**src/rtl/fft8_pkg.sv**
```systemverilog
// Shared sample/frame types for the 8-point FFT input loader.
package fft8_pkg;
    localparam int DW = 22;
    localparam int N  = 8;
    localparam int IW = 3;

    typedef struct packed {
        logic signed [DW-1:0] re;
        logic signed [DW-1:0] im;
    } cpx_t;

    typedef cpx_t [N-1:0] frame_t;
endpackage

```
**src/rtl/fft8_bank.sv**
```systemverilog
// One frame bank: N complex slots with an indexed write port, a synchronous clear and flat outputs.
module fft8_bank
    import fft8_pkg::*;
(
    input  logic            clk,
    input  logic            rst,
    input  logic            i_we,
    input  logic [IW-1:0]   i_idx,
    input  cpx_t            i_data,
    input  logic            i_clr,
    output logic [N*DW-1:0] o_re,
    output logic [N*DW-1:0] o_im
);
    frame_t r_slots;

    // Clearing on free guarantees short frames present zeros in their unwritten slots.
    always_ff @(posedge clk or posedge rst) begin
        if (rst) begin
            r_slots <= '0;
        end else if (i_clr) begin
            r_slots <= '0;
        end else if (i_we) begin
            r_slots[i_idx] <= i_data;
        end
    end

    always_comb begin
        o_re = '0;
        o_im = '0;
        for (int k = 0; k < N; k++) begin
            o_re[k*DW +: DW] = r_slots[k].re;
            o_im[k*DW +: DW] = r_slots[k].im;
        end
    end
endmodule

```
**src/rtl/fft8_frame_loader.sv**
```systemverilog
// Serial-to-frame loader: packs a sample stream into ping-pong banks and presents whole frames to the FFT core.
module fft8_frame_loader
    import fft8_pkg::*;
#(
    parameter int DW  = fft8_pkg::DW,
    parameter int N   = fft8_pkg::N,
    parameter int IDW = 8
) (
    input  logic            clk,
    input  logic            rst,
    input  logic            s_valid,
    output logic            s_ready,
    input  logic [DW-1:0]   s_re,
    input  logic [DW-1:0]   s_im,
    input  logic            s_last,
    output logic            m_valid,
    input  logic            m_ready,
    output logic [N*DW-1:0] m_re,
    output logic [N*DW-1:0] m_im,
    output logic [IDW-1:0]  m_frame_id,
    output logic            err_last
);
    // Handshakes: a transfer happens on a rising edge where valid && ready; ready never depends on valid.
    logic [1:0]     r_full;
    logic           r_wr_bank;
    logic           r_rd_bank;
    logic [IW-1:0]  r_wr_idx;
    logic [IDW-1:0] r_frame_cnt;
    logic [IDW-1:0] r_id [2];
    logic           r_err_last;

    logic            w_s_acc;
    logic            w_m_hs;
    logic            w_last_slot;
    logic            w_commit;
    logic [1:0]      w_we;
    logic [1:0]      w_clr;
    cpx_t            w_sample;
    logic [N*DW-1:0] w_re [2];
    logic [N*DW-1:0] w_im [2];

    assign s_ready     = !r_full[r_wr_bank];
    assign m_valid     = r_full[r_rd_bank];
    assign w_s_acc     = s_valid && s_ready;
    assign w_m_hs      = m_valid && m_ready;
    assign w_last_slot = (r_wr_idx == IW'(N-1));
    assign w_commit    = w_s_acc && (w_last_slot || s_last);
    assign w_sample.re = s_re;
    assign w_sample.im = s_im;

    always_comb begin
        w_we             = '0;
        w_clr            = '0;
        w_we[r_wr_bank]  = w_s_acc;
        w_clr[r_rd_bank] = w_m_hs;
    end

    for (genvar b = 0; b < 2; b++) begin : g_bank
        fft8_bank u_bank (
            .clk    (clk),
            .rst    (rst),
            .i_we   (w_we[b]),
            .i_idx  (r_wr_idx),
            .i_data (w_sample),
            .i_clr  (w_clr[b]),
            .o_re   (w_re[b]),
            .o_im   (w_im[b])
        );
    end

    // Commit and free always target different banks, since full gates both sides.
    always_ff @(posedge clk or posedge rst) begin
        if (rst) begin
            r_full      <= '0;
            r_wr_bank   <= 1'b0;
            r_rd_bank   <= 1'b0;
            r_wr_idx    <= '0;
            r_frame_cnt <= '0;
            r_id[0]     <= '0;
            r_id[1]     <= '0;
            r_err_last  <= 1'b0;
        end else begin
            if (w_commit) begin
                r_full[r_wr_bank] <= 1'b1;
                r_id[r_wr_bank]   <= r_frame_cnt;
                r_frame_cnt       <= r_frame_cnt + 1'b1;
                r_wr_idx          <= '0;
                r_wr_bank         <= ~r_wr_bank;
            end else if (w_s_acc) begin
                r_wr_idx <= r_wr_idx + 1'b1;
            end
            if (w_m_hs) begin
                r_full[r_rd_bank] <= 1'b0;
                r_rd_bank         <= ~r_rd_bank;
            end
            r_err_last <= w_s_acc && (w_last_slot != s_last);
        end
    end

    assign m_re       = w_re[r_rd_bank];
    assign m_im       = w_im[r_rd_bank];
    assign m_frame_id = r_id[r_rd_bank];
    assign err_last   = r_err_last;
endmodule

```
**config.mk**
```make
export PLATFORM = sky130hd
export DESIGN_NAME = fft8_frame_loader
export DESIGN_NICKNAME = d
export VERILOG_FILES = /design/src/rtl/fft8_pkg.sv /design/src/rtl/fft8_bank.sv /design/src/rtl/fft8_frame_loader.sv
export SDC_FILE = /design/constraint.sdc
export NUM_CORES = 2
export LEC_CHECK = 0
export BUFFER_PORTS_ARGS = -buffer_cell sky130_fd_sc_hd__buf_2
export CAP_MARGIN = 0
export CELL_PAD_IN_SITES_DETAIL_PLACEMENT = 2
export CELL_PAD_IN_SITES_GLOBAL_PLACEMENT = 2
export CORE_ASPECT_RATIO = 1.25
export CORE_UTILIZATION = 40
export CTS_CLUSTER_DIAMETER = 60
export CTS_CLUSTER_SIZE = 40
export DETAILED_ROUTE_END_ITERATION = 10
export GPL_ROUTABILITY_DRIVEN = 0
export GPL_TIMING_DRIVEN = 0
export PLACE_DENSITY_LB_ADDON = 0.05
export SLEW_MARGIN = 0
export SYNTH_ARGS = -nofsm -noshare
export SYNTH_HDL_FRONTEND = slang
export SYNTH_SLANG_ARGS = --single-unit
export TNS_END_PERCENT = 100
```
**constraint.sdc**
```tcl
create_clock -name clk -period 42.7 [get_ports clk]
set_clock_uncertainty 0.1 [all_clocks]
set_input_delay 6.405 -clock clk [delete_from_list [all_inputs] [get_ports clk]]
set_output_delay 6.405 -clock clk [all_outputs]
set_load 0.01 [all_outputs]
```
Word level (Yosys, flattened, before mapping)
Cells that the tools add are included.
- latch bits: 0
- memory bits (read-only): 0
- word-level logic and storage cells: 107
- input port bits: 49
- RAM bits: 0
- memories: 0
- output and inout port bits: 363
- bits in registers: 736
- order comparisons: 9
- eq/ne operators: 2
- reductions and logical operators: 13
- $add $sub $neg: 2
- multipliers: 0
- bitwise gates (word level): 9
- shift-type cells: 0
- multiplexer cells: 32
- divide/modulo/power cells: 0
- operators with widths (kind ; count):
    $mux W352 ; 4
    $mux W176 ; 6
    $bwmux W352 ; 2
    $demux W44 S3 ; 1
    $mux W44 ; 1
    $mux W8 ; 4
    $bwmux W16 ; 1
    $add A8 B1 Y8 const B ; 1
    $demux W8 S1 ; 1
    $logic_and A1 B1 Y1 ; 8
    $and A2 B2 Y2 ; 3
    $mux W1 ; 6
    $mux W3 ; 2
    $reduce_bool A2 Y1 ; 3
    $ge A2 B2 Y1 const B ; 2
    $lt A1 B2 Y1 const B ; 2
    $lt A3 B4 Y1 const B ; 1
    $mux W2 ; 2
    $not A1 Y2 ; 2
    $add A3 B1 Y3 const B ; 1
    $eq A3 B3 Y1 const B ; 1
    $ge A3 B1 Y1 const B ; 1
    $demux W1 S1 ; 2
    $ge A1 B1 Y1 const B ; 2
    other kinds (7) ; 8

Depth between registers and ports, before layout
- depth in word-level cells: 8
- gate-level depth with buffers: 8
- mapped depth without buffers: 7

Cells and area by module
A second synthesis with hierarchy kept.
- cells, all modules: 2978
- area, all modules: 36621.4 µm²
- modules (own cells, without submodules) (module ; cells an instance ; area an instance (µm²) ; instances):
    fft8_bank ; 1237 ; 15493.6 ; 2
    fft8_frame_loader ; 504 ; 5634.2 ; 1

Worst setup path before layout
No wires, ideal clock.
- kind: register to output
- from: register r_rd_bank
- to: output port m_frame_id[0]
- arrival: 1.456 ns
- setup slack: 34.739 ns
- stages on the path, launching flop included: 5
- cell sequence: dfrtp_1 clkbuf_1 clkbuf_1 buf_2 mux2_2
- cells in the longest elaborated chain, start to end: 4
- ends and longest elaborated chain (item ; line ; RTL):
    start: declaration ; fft8_frame_loader.sv:26 ; logic r_rd_bank;
    start signal: assignment ; fft8_frame_loader.sv:94 ; r_rd_bank <= ~r_rd_bank;
    $not A1 Y2 (not written as such) ; fft8_frame_loader.sv:102 ; assign m_frame_id = r_id[r_rd_bank];
    $mux W8 (not written as such) (3 in series) ; fft8_frame_loader.sv:102 ;
    end: declaration ; fft8_frame_loader.sv:20 ; output logic [IDW-1:0] m_frame_id,
Every way passes these cells. The select of a mux whose other input is x is not followed.

Worst setup path after layout
- from: register r_rd_bank
- to: output port m_im[131]
- cells in the longest elaborated chain, start to end: 4
- ends and longest elaborated chain (item ; line ; RTL):
    $not A1 Y2 (not written as such) ; fft8_frame_loader.sv:101 ; assign m_im = w_im[r_rd_bank];
    $mux W176 (not written as such) (3 in series) ; fft8_frame_loader.sv:101 ;
    end: declaration ; fft8_frame_loader.sv:19 ; output logic [N*DW-1:0] m_im,
Every way passes these cells. The select of a mux whose other input is x is not followed.

==> results.sh <==
export IMPL_antenna_found_initial=15
export IMPL_root_buffer="clkbuf_16"
export IMPL_grt_max_degree=113
export IMPL_crit_chain="clkbuf_1 > clkbuf_1 > buf_2 > mux2_2 > buf_2"
export IMPL_vias=35510
export IMPL_rsz0062_at_grt="false"
export IMPL_synth_top_cell_area_share_pct=51.30
export IMPL_slew_headroom_pct=5.786
export IMPL_synth_edf_count=0
export IMPL_fin_crit_ns=10.62
export IMPL_drc_errors=0
export IMPL_rows=122
export IMPL_fin_nets=4317
export IMPL_totalNegativeSetupSlack_ns=0
export IMPL_dp_hpwl_um=131900
export IMPL_syn_to_final_growth_pct=16.28
export IMPL_synthTopCellsByCount="dfrtp_1, nand3_1, a21oi_1"
export IMPL_post_cts_buffers=0
export IMPL_p_leak_nw=18.76
export IMPL_grt_pass1_vias=37730
export IMPL_synth_ff_type="dfrtp_1"
export IMPL_worstSetupPathType="reg -> out"
export IMPL_finalHoldViolCount=0
export IMPL_n_fill_cell=9660
export IMPL_maxCapViolCount=0
export IMPL_ys_async_sr_fraction_pct=100.0
export IMPL_worstMarginPinSlew_ns=1.413
export IMPL_cp_arrival_ns=4.12
export IMPL_power_density_nw_per_um2=68.60
export IMPL_grt_ovfl_total=0
export IMPL_synth_most_common_cell="dfrtp_1"
export IMPL_multi_input_area_um2=15300
export IMPL_yosysWarnings=0
export IMPL_drt_initial_drc_count=3461
export IMPL_reg2reg_to="g_bank[0].u_bank.o_re[114]$_DFFE_PP0P_"
export IMPL_port_buffers=367
export IMPL_htree_levels=3
export IMPL_crit_fanout=10
export IMPL_switching_share_pct=46.11
export IMPL_dr_pass1_iters=6
export IMPL_insertion_delay_ns=0.66
export IMPL_hold_path_class="reg -> reg"
export IMPL_clkPwrFrac_pct=23.3
export IMPL_die_w_um=270.0
export IMPL_combPwrFrac_pct=43.9
export IMPL_r2r_start="r_full[0]$_DFF_PP0_"
export IMPL_hold_end="r_frame_cnt[7]$_DFFE_PP0N_"
export IMPL_r2r_cells=7
export IMPL_ys_seq_area_share_pct=51.30
export IMPL_dp_slack_ns=32.90
export IMPL_route_final_wire_length_um=185600
export IMPL_synth_seq_cells=736
export IMPL_postCtsHoldBufs=0
export IMPL_fin_cells=5504
export IMPL_wl_per_cell_um=33.73
export IMPL_dp_cells=5373
export IMPL_yosys_area_top_type="dfrtp_1"
export IMPL_cts_clk_slew_worst_paths_ns=0.07
export IMPL_initial_core_util_pct=40.48
export IMPL_ff2ff_setup_slack_ns=39.29
export IMPL_grt_usage_pct=40.15
export IMPL_cts_num_sinks=736
export IMPL_slew_viol_final=0
export IMPL_ir_drop_uv=35.99
export IMPL_period_share_pct=24.88
export IMPL_p_total_mw=2.864
export IMPL_regArea_um2=18420
export IMPL_clockBufferDepth=3
export IMPL_seq_power_share_pct=32.8
export IMPL_cts_buffers=66
export IMPL_worst_setup_path_start_kind="flip-flop"
export IMPL_drive_gt1_share_pct=23.23
export IMPL_syn_num_nets=3874
export IMPL_holdCritStartpoint="r_frame_cnt[7]$_DFFE_PP0N_"
export IMPL_crit_path_end_kind="primary output"
export IMPL_synth_cell_type_count=35
export IMPL_crit_required_ns=36.20
export IMPL_layout_setup_ws_ns=32.08
export IMPL_critPathSlowestCell="clkbuf_1"
export IMPL_cts_tree="done"
export IMPL_ios=412
export IMPL_p_int_mw=1.543
export IMPL_cts_resized=0
export IMPL_finalSetupViolations=0
export IMPL_cp_top_family="buffers and inverters"
export IMPL_coreArea_um2=88690
export IMPL_outcome="complete, no violations"
export IMPL_p_sw_mw=1.320
export IMPL_via_per_inst=6.452
export IMPL_syn_inst=3821
export IMPL_grt_pass1_wl_um=266400
export IMPL_max_stage_delay_ns=1.00
export IMPL_syn_area_um2=35900
export IMPL_die_h_um=336.9
export IMPL_dieArea_um2=90960
export IMPL_yosys_top_cells_area="dfrtp_1, mux2_2, nand3_1, a21oi_1, o21ai_0"
export IMPL_syn_avg_cell_area_um2=9.395
export IMPL_holdWs_ns=0.3968
export IMPL_whs_path_depth=1
export IMPL_max_freq_ghz=0.09415
export IMPL_ant_nets=0
export IMPL_worstPathBufferInverterCount=4
==> worst max-delay path by stage <==
stage	cells past startpoint	slack [ns]	startpoint	to
finish	5	32.08	r_rd_bank$_DFFE_PP0N_	m_im[131]
global route	5	32.21	r_rd_bank$_DFFE_PP0N_	m_im[130]
CTS	5	32.16	r_rd_bank$_DFFE_PP0N_	m_im[131]
detailed placement	5	32.90	r_rd_bank$_DFFE_PP0N_	m_im[131]
global placement	2	5.05	rst	g_bank[0].u_bank.o_im[34]$_DFFE_PP0P_
floorplan	1	15.54	rst	err_last$_DFF_PP0_
==> cells by family after synthesis <==
logic type      Yosys count  synth area share, %
flops                   736                51.30
xor+xnor                  7               0.1708
fa+ha+maj                 4               0.1394
compound gates         1416                19.75
buf+inv                 532                6.089
mux                     379                11.89
simple gates            747                10.65
==> through the flow <==
stage	instance area [um^2]	util (%)
3_5_place_dp	39410	44.44
3_3_place_gp	39210	44.21
6_report	41740	47.07
2_1_floorplan	35900	-
5_1_grt	41730	47.06
4_1_cts	41710	47.03
==> power by group through the flow <==
stage                     clock [mW]  sequential (mW)  combinational, mW
final                          0.666            0.940               1.26
after global routing           0.688            0.953               1.30
after CTS                      0.668            0.936               1.22
after detailed placement           0            0.948               1.21
after global placement             0            0.943               1.18
after floorplan                    0            0.912              0.678
==> final cells by class <==
type	count	share of cell area, %
Clock inverter	32	0.7613
Inverter	6	0.07194
Multi-Input combinational cell	2553	36.64
Timing Repair Buffer	375	4.898
Sequential cell	736	44.12
Clock buffer	90	4.745
Buffer	526	5.182
Antenna cell	8	0.04796
Tap cell	1178	3.531
==> routing by layer <==
metal,vias up,GRT usage [%],part of all wire [%]
met5,-,0,0.025
met1,18860,51.26,40
met4,8,26.04,6.7
met3,506,7.001,6.9
met2,1600,62.98,46
li1,14540,-,-
==> state kept, by name, indices dropped and copies added, names as in the netlist <==
register            cells
g_bank.u_bank.o_im    352
g_bank.u_bank.o_re    352
r_id                   16
r_frame_cnt             8
r_wr_idx                3
r_full                  2
err_last                1
r_rd_bank               1
r_wr_bank               1
==> cell usage in the layout (no fill, tap or decap), drive strengths merged, types with 4 or more instances in the layout <==
master,Yosys,final
ha,4,4
diode,0,8
nor2,5,5
clkbuf,378,468
buf,148,523
mux2,379,379
a21oi,704,704
o21ai,710,710
clkinvlp,0,4
dfrtp,736,736
clkinv,0,18
xor2,5,5
inv,6,14
nand2,8,8
nand3,706,706
(Power assumes the default switching activity.)
